--- src/rtl/arp_resolver.sv ---
`default_nettype none
// ============================================================================
// Module      : arp_resolver
// Description : ARP initiator. Resolves the peer MAC of a target IPv4 address.
//               It requests ARP request frames from the TX arbiter, matches
//               parsed ARP replies from the RX path and retries on timeout.
//               Once resolved, the MAC is held and optionally refreshed.
// Ports       :
//   aclk, areset         clock / synchronous active-high reset
//   resolve_start        pulse: resolve target_ip (accepted when not busy)
//   target_ip[31:0]      IPv4 address to resolve
//   arp_rq_start         level: ask TX arbiter for an ARP request frame
//   rq_ip_d_addr[31:0]   target IP for the request frame
//   arp_rq_done          pulse: request frame fully sent
//   rx_arp_*, rx_crc_ok  parsed ARP frame fields from RX (rx_arp_valid pulse)
//   rx_sender_ip/mac     ARP SPA / SHA fields
//   mac_d_addr[47:0]     resolved peer MAC, mac_valid when usable
//   busy                 resolution in progress
//   resolve_fail         pulse: all retries exhausted
// Revision    : 1.0 - initial release
// ============================================================================
module arp_resolver #(
    parameter int TIMEOUT_CYCLES = 125_000_000,
    parameter int MAX_RETRIES    = 3,
    parameter int REFRESH_CYCLES = 0
) (
    input  logic        aclk,
    input  logic        areset,
    input  logic        resolve_start,
    input  logic [31:0] target_ip,
    output logic        arp_rq_start,
    output logic [31:0] rq_ip_d_addr,
    input  logic        arp_rq_done,
    input  logic        rx_arp_valid,
    input  logic        rx_arp_oper,
    input  logic        rx_crc_ok,
    input  logic [31:0] rx_sender_ip,
    input  logic [47:0] rx_sender_mac,
    output logic [47:0] mac_d_addr,
    output logic        mac_valid,
    output logic        busy,
    output logic        resolve_fail
);

    // One down-counter serves both the reply timeout and the refresh period.
    localparam int C_MAX_TIME = (TIMEOUT_CYCLES > REFRESH_CYCLES) ? TIMEOUT_CYCLES : REFRESH_CYCLES;
    localparam int TW         = $clog2(C_MAX_TIME + 1);

    localparam logic [TW-1:0] c_timeout_load = TW'(TIMEOUT_CYCLES - 1);
    localparam logic [TW-1:0] c_refresh_load = TW'((REFRESH_CYCLES > 0) ? REFRESH_CYCLES - 1 : 0);
    localparam logic          c_refresh_en   = (REFRESH_CYCLES != 0);
    localparam logic [3:0]    c_max_retries  = 4'(MAX_RETRIES);

    localparam logic [2:0] c_st_idle     = 3'd0;
    localparam logic [2:0] c_st_send     = 3'd1;
    localparam logic [2:0] c_st_wait     = 3'd2;
    localparam logic [2:0] c_st_resolved = 3'd3;
    localparam logic [2:0] c_st_failed   = 3'd4;

    logic [2:0]    r_state;
    logic [TW-1:0] r_timer;
    logic [3:0]    r_retry_cnt;
    logic [31:0]   r_rq_ip;
    logic [47:0]   r_mac;
    logic          r_mac_valid;
    logic          r_fail;

    logic w_match;
    logic w_timer_zero;

    // A frame is relevant only if it is intact and comes from the target.
    assign w_match      = rx_arp_valid & rx_crc_ok & (rx_sender_ip == r_rq_ip);
    assign w_timer_zero = (r_timer == '0);

    always_ff @(posedge aclk) begin
        if (areset) begin
            r_state     <= c_st_idle;
            r_timer     <= '0;
            r_retry_cnt <= '0;
            r_rq_ip     <= '0;
            r_mac       <= '0;
            r_mac_valid <= 1'b0;
            r_fail      <= 1'b0;
        end else begin
            r_fail <= 1'b0;
            case (r_state)
                c_st_idle, c_st_failed: begin
                    if (resolve_start) begin
                        r_rq_ip     <= target_ip;
                        r_retry_cnt <= '0;
                        r_state     <= c_st_send;
                    end
                end
                c_st_send: begin
                    if (arp_rq_done) begin
                        r_timer <= c_timeout_load;
                        r_state <= c_st_wait;
                    end
                end
                c_st_wait: begin
                    // A reply arriving on the timeout cycle still counts.
                    if (w_match && rx_arp_oper) begin
                        r_mac       <= rx_sender_mac;
                        r_mac_valid <= 1'b1;
                        r_timer     <= c_refresh_load;
                        r_state     <= c_st_resolved;
                    end else if (w_timer_zero) begin
                        if (r_retry_cnt < c_max_retries) begin
                            r_retry_cnt <= r_retry_cnt + 4'd1;
                            r_state     <= c_st_send;
                        end else begin
                            r_mac_valid <= 1'b0;
                            r_fail      <= 1'b1;
                            r_state     <= c_st_failed;
                        end
                    end else begin
                        r_timer <= r_timer - 1'b1;
                    end
                end
                c_st_resolved: begin
                    // Gratuitous updates from the peer (request or reply).
                    if (w_match) begin
                        r_mac <= rx_sender_mac;
                    end
                    if (resolve_start) begin
                        r_rq_ip     <= target_ip;
                        r_retry_cnt <= '0;
                        r_state     <= c_st_send;
                    end else if (c_refresh_en) begin
                        // mac_valid stays high while the refresh is in flight.
                        if (w_timer_zero) begin
                            r_retry_cnt <= '0;
                            r_state     <= c_st_send;
                        end else begin
                            r_timer <= r_timer - 1'b1;
                        end
                    end
                end
                default: begin
                    r_state <= c_st_idle;
                end
            endcase
        end
    end

    assign arp_rq_start = (r_state == c_st_send);
    assign busy         = (r_state == c_st_send) || (r_state == c_st_wait);
    assign rq_ip_d_addr = r_rq_ip;
    assign mac_d_addr   = r_mac;
    assign mac_valid    = r_mac_valid;
    assign resolve_fail = r_fail;

endmodule
`default_nettype wire

--- config.mk ---
export PLATFORM = sky130hd
export DESIGN_NAME = arp_resolver
export DESIGN_NICKNAME = d
export VERILOG_FILES = /design/src/rtl/arp_resolver.sv
export SDC_FILE = /design/constraint.sdc
export NUM_CORES = 1
export LEC_CHECK = 0
export ABC_AREA = 1
export BUFFER_PORTS_ARGS = -buffer_cell sky130_fd_sc_hd__buf_2
export CELL_PAD_IN_SITES_DETAIL_PLACEMENT = 0
export CELL_PAD_IN_SITES_GLOBAL_PLACEMENT = 1
export CORE_ASPECT_RATIO = 0.7
export CORE_UTILIZATION = 30
export DETAILED_ROUTE_END_ITERATION = 8
export PLACE_DENSITY = 0.7
export SLEW_MARGIN = 20
export SYNTH_ARGS = -nofsm -noshare
export SYNTH_HDL_FRONTEND = slang
export SYNTH_SLANG_ARGS = --single-unit
export TNS_END_PERCENT = 50
--- constraint.sdc ---
create_clock -name aclk -period 3.9 [get_ports aclk]
set_clock_uncertainty 0.05 [all_clocks]
set_input_delay 0.195 -clock aclk [delete_from_list [all_inputs] [get_ports aclk]]
set_output_delay 0.195 -clock aclk [all_outputs]
set_load 0.01 [all_outputs]
==> metrics.md <==
| Metric | Value |
|---|---|
| CP Max Fanout | 33 |
| Io pins | 203 |
| Syn Inst Count | 942 |
| Most used cell, CP | nor2_1 |
| CTS buffer count | 17 |
| Top cells by area, synth | dfxtp_1, nor2_1, nand2_1 |
| DP HPWL | 14500 um |
| Core area | 0.0199 mm^2 |
| Commonest cells after routing, fill and taps aside | nor2_1, buf_2, nand2_1 |
| Peak per-stage delay on the critical path | 0.56 ns |
| Max-Slew Margin vs Limit | 0.355 |
| Clock Latency Late Sink | 0.42 ns |
| Switching part of the total | 0.417 |
| First-pass GRT wire length | 32300 um |
| Worst setup EP type | flop |
| Synth Warn # | 0 |
| Worst-path cell chain | inv_1, nor2_1, inv_2, nor2_1, a21oi_1, nor2_1, inv_1, buf_4, o21ai_0, a21oi_1 |
| Wire per inst | 13.7 um |
| Arrival @ worst endpoint | 2.87 ns |
| Crit share post-route | 0.672 |
| Antenna viol nets, final | 0 |
| Final min period | 2.62 ns |
| Die Wd | 172 um |
| Share of power burned in registers | 0.310 |
| Slowest cell on crit path | inv_1 |
| Clk buf depth | 2 |
| Most common cell after layout, fill and taps aside | nor2_1 |
| Vias/cell | 4.46 |
| Number of flops mapped to enable cells by yosys | 0 |
| Final GP Congestion | 0.881 |
| PwrDens | 615 mW/mm^2 |
| Worst-margin pin slew | 0.966 ns |
| Starting Density | 0.306 |
| Routed WL | 20200 um |
| CTS tree | built |
| Die height | 121 um |
| Status | finished, final reports clean |
| Gr ovfl total | 0 |
| Vias in the first global route | 6217 |
| Ratio of cells with drive above 1 in the final layout | 0.224 |
| Gr usage total | 0.199 |
| Antenna violations before repair | 0 |
| Inserted Diodes | 0 |
| Sequential cell area fraction in the yosys report | 0.382 |
| Synth area leader | dfxtp_1 |
| Largest net degree at the start of global routing | 56 |
| Final setup violation count | 0 |
| Ys flop type | dfxtp_1 |
| Via count | 6571 |
| Fin util | 0.424 |
| # H-tree levels | 4 |
| Synth top area share | 0.382 |
| Post-synth net total | 1063 |
| LEAKAGE | 0.00428 uW |
| Req. time, crit path | 4.15 ns |
| Area grow syn2layout | 38.5% |
| Worst setup path class | flop to flop |
| Clk slew on worst S/H paths | 0.06 ns |
| Max IR drop VDD | 270 uV |
| F_max | 382 MHz |
| Layout net count | 1311 |
| Post-Route Setup TNS | 0 ns |
| Syn avg cell area | 6.46 um^2 |
| Pint | 3020 uW |
| Die ar. | 0.0209 mm^2 |
| Port buffer count | 202 |
| Hold_ws | 0.0159 ns |
| Max-Cap Viols | 0 |
| NetSw | 2160 uW |
| Logic gate share of total power | 0.394 |
| Hold Vio Cnt, Final | 0 |
| RSZ-0062 raised after global routing | no |
| Netlist cell types | 40 |
| Clock network fraction of total power | 0.296 |
| Iteration count of the initial detailed-routing pass | 4 |
| FFs w/ async S/R, synth | 0 |
| Starting DRT DRC Count | 358 |
| # clock sinks | 116 |
| Synthesized area | 0.00608 mm^2 |
| Residual DRC | 0 |
| Worst Hold Class | input pin to flop |
| Clock Tree Root | clkbuf_16 |
| Max Slew Vio Count | 0 |
| FF+latch count, synth | 116 |
| # resized after CTS | 0 |
| Rows | 43 |
| Startpoint types | flop |
==> cell type report <==
class | count | area, um^2
multi-input combinational | 692 | 3180
fill | 2082 | 11400
tap | 270 | 338
clock buffer | 18 | 429
timing repair buffer | 265 | 1640
inverter | 98 | 370
sequential | 116 | 2320
clock inverter | 14 | 140
==> stage by stage <==
| stage | instances | total power, uW | cell area, um^2 | setup slack (ns) |
|---|---|---|---|---|
| final | 1473 | 5180 | 8420 | 1.28 |
| after global routing | 1473 | 5560 | 8420 | 0.966 |
| after CTS | 1473 | 5210 | 8420 | 1.25 |
| after detailed placement | 1383 | 3610 | 7270 | 1.28 |
| after global placement | 1383 | 3630 | 7270 | 1.20 |
| after floorplan | 942 | 3050 | 6080 | 2.01 |
==> synthesized netlist by cell type (6+ instances only) <==
cell type	count
clkbuf_1	18
a21oi_1	47
nand2_1	197
nor2_1	235
buf_6	8
inv_2	10
nand3_1	43
buf_2	8
o21ai_0	90
dfxtp_1	116
inv_1	86
xnor2_1	6
xor2_1	16
nand4_1	16
nor3_1	8
==> worst max-delay path: cells and delay by family (launching register included) <==
kind	cells	cell delay, ns
DFF	1	0.37
and+or+nand+nor	3	0.65
buffers and inverters	4	1.08
AOI/OAI and AO/OA	3	0.35
==> flip-flops by register name, summed over array words and instances (netlist names) <==
| signal | flops |
|---|---|
| r_state | 3 |
| mac_d_addr | 48 |
| r_timer | 27 |
| mac_valid | 1 |
| rq_ip_d_addr | 32 |
| r_retry_cnt | 4 |
| resolve_fail | 1 |
==> routing by layer <==
| metal | routed length, um | global-route usage | up-vias |
|---|---|---|---|
| li1 | - | - | 3465 |
| met1 | 10400 | 0.283 | 2898 |
| met5 | 0 | 0 | - |
| met4 | 140 | 0.0465 | 0 |
| met3 | 1380 | 0.0568 | 12 |
| met2 | 8340 | 0.294 | 196 |
==> timing repair <==
action                    4_1_cts  5_1_grt
hold buffers                   58        0
hold endpoints to repair       58        0
setup buffers                   0        0
==> logic make-up (layout without fill, tap and decap cells) <==
logic type / Yosys count / in the layout / share of synthesized area
and+or+nand+nor: 522 / 522 / 0.360
buffers and inverters: 134 / 395 / 0.0952
xor gates and xnor gates: 24 / 24 / 0.0370
adders and majority gates: 2 / 2 / 0.00411
DFF: 116 / 116 / 0.382
AOI/OAI and AO/OA: 144 / 144 / 0.122
==> power by group through the flow <==
stage / clock network (uW) / registers, uW / logic (uW)
2_1_floorplan: 0 / 1630 / 1420
3_3_place_gp: 0 / 1630 / 2000
3_5_place_dp: 0 / 1630 / 1980
4_1_cts: 1560 / 1600 / 2040
5_1_grt: 1630 / 1630 / 2290
6_report: 1530 / 1610 / 2040
==> final timing paths <==
| path | startpoint | end | slack [ns] | cells past startpoint |
|---|---|---|---|---|
| min | target_ip[10] | rq_ip_d_addr[10] | 0.02 | 3 |
| max reg2reg | r_state[1] | rq_ip_d_addr[25] | 1.28 | 10 |
| min reg2reg | r_retry_cnt[3] | r_retry_cnt[3] | 0.39 | 2 |
| max | r_state[1] | rq_ip_d_addr[25] | 1.28 | 10 |
(Power assumes the default switching activity.)
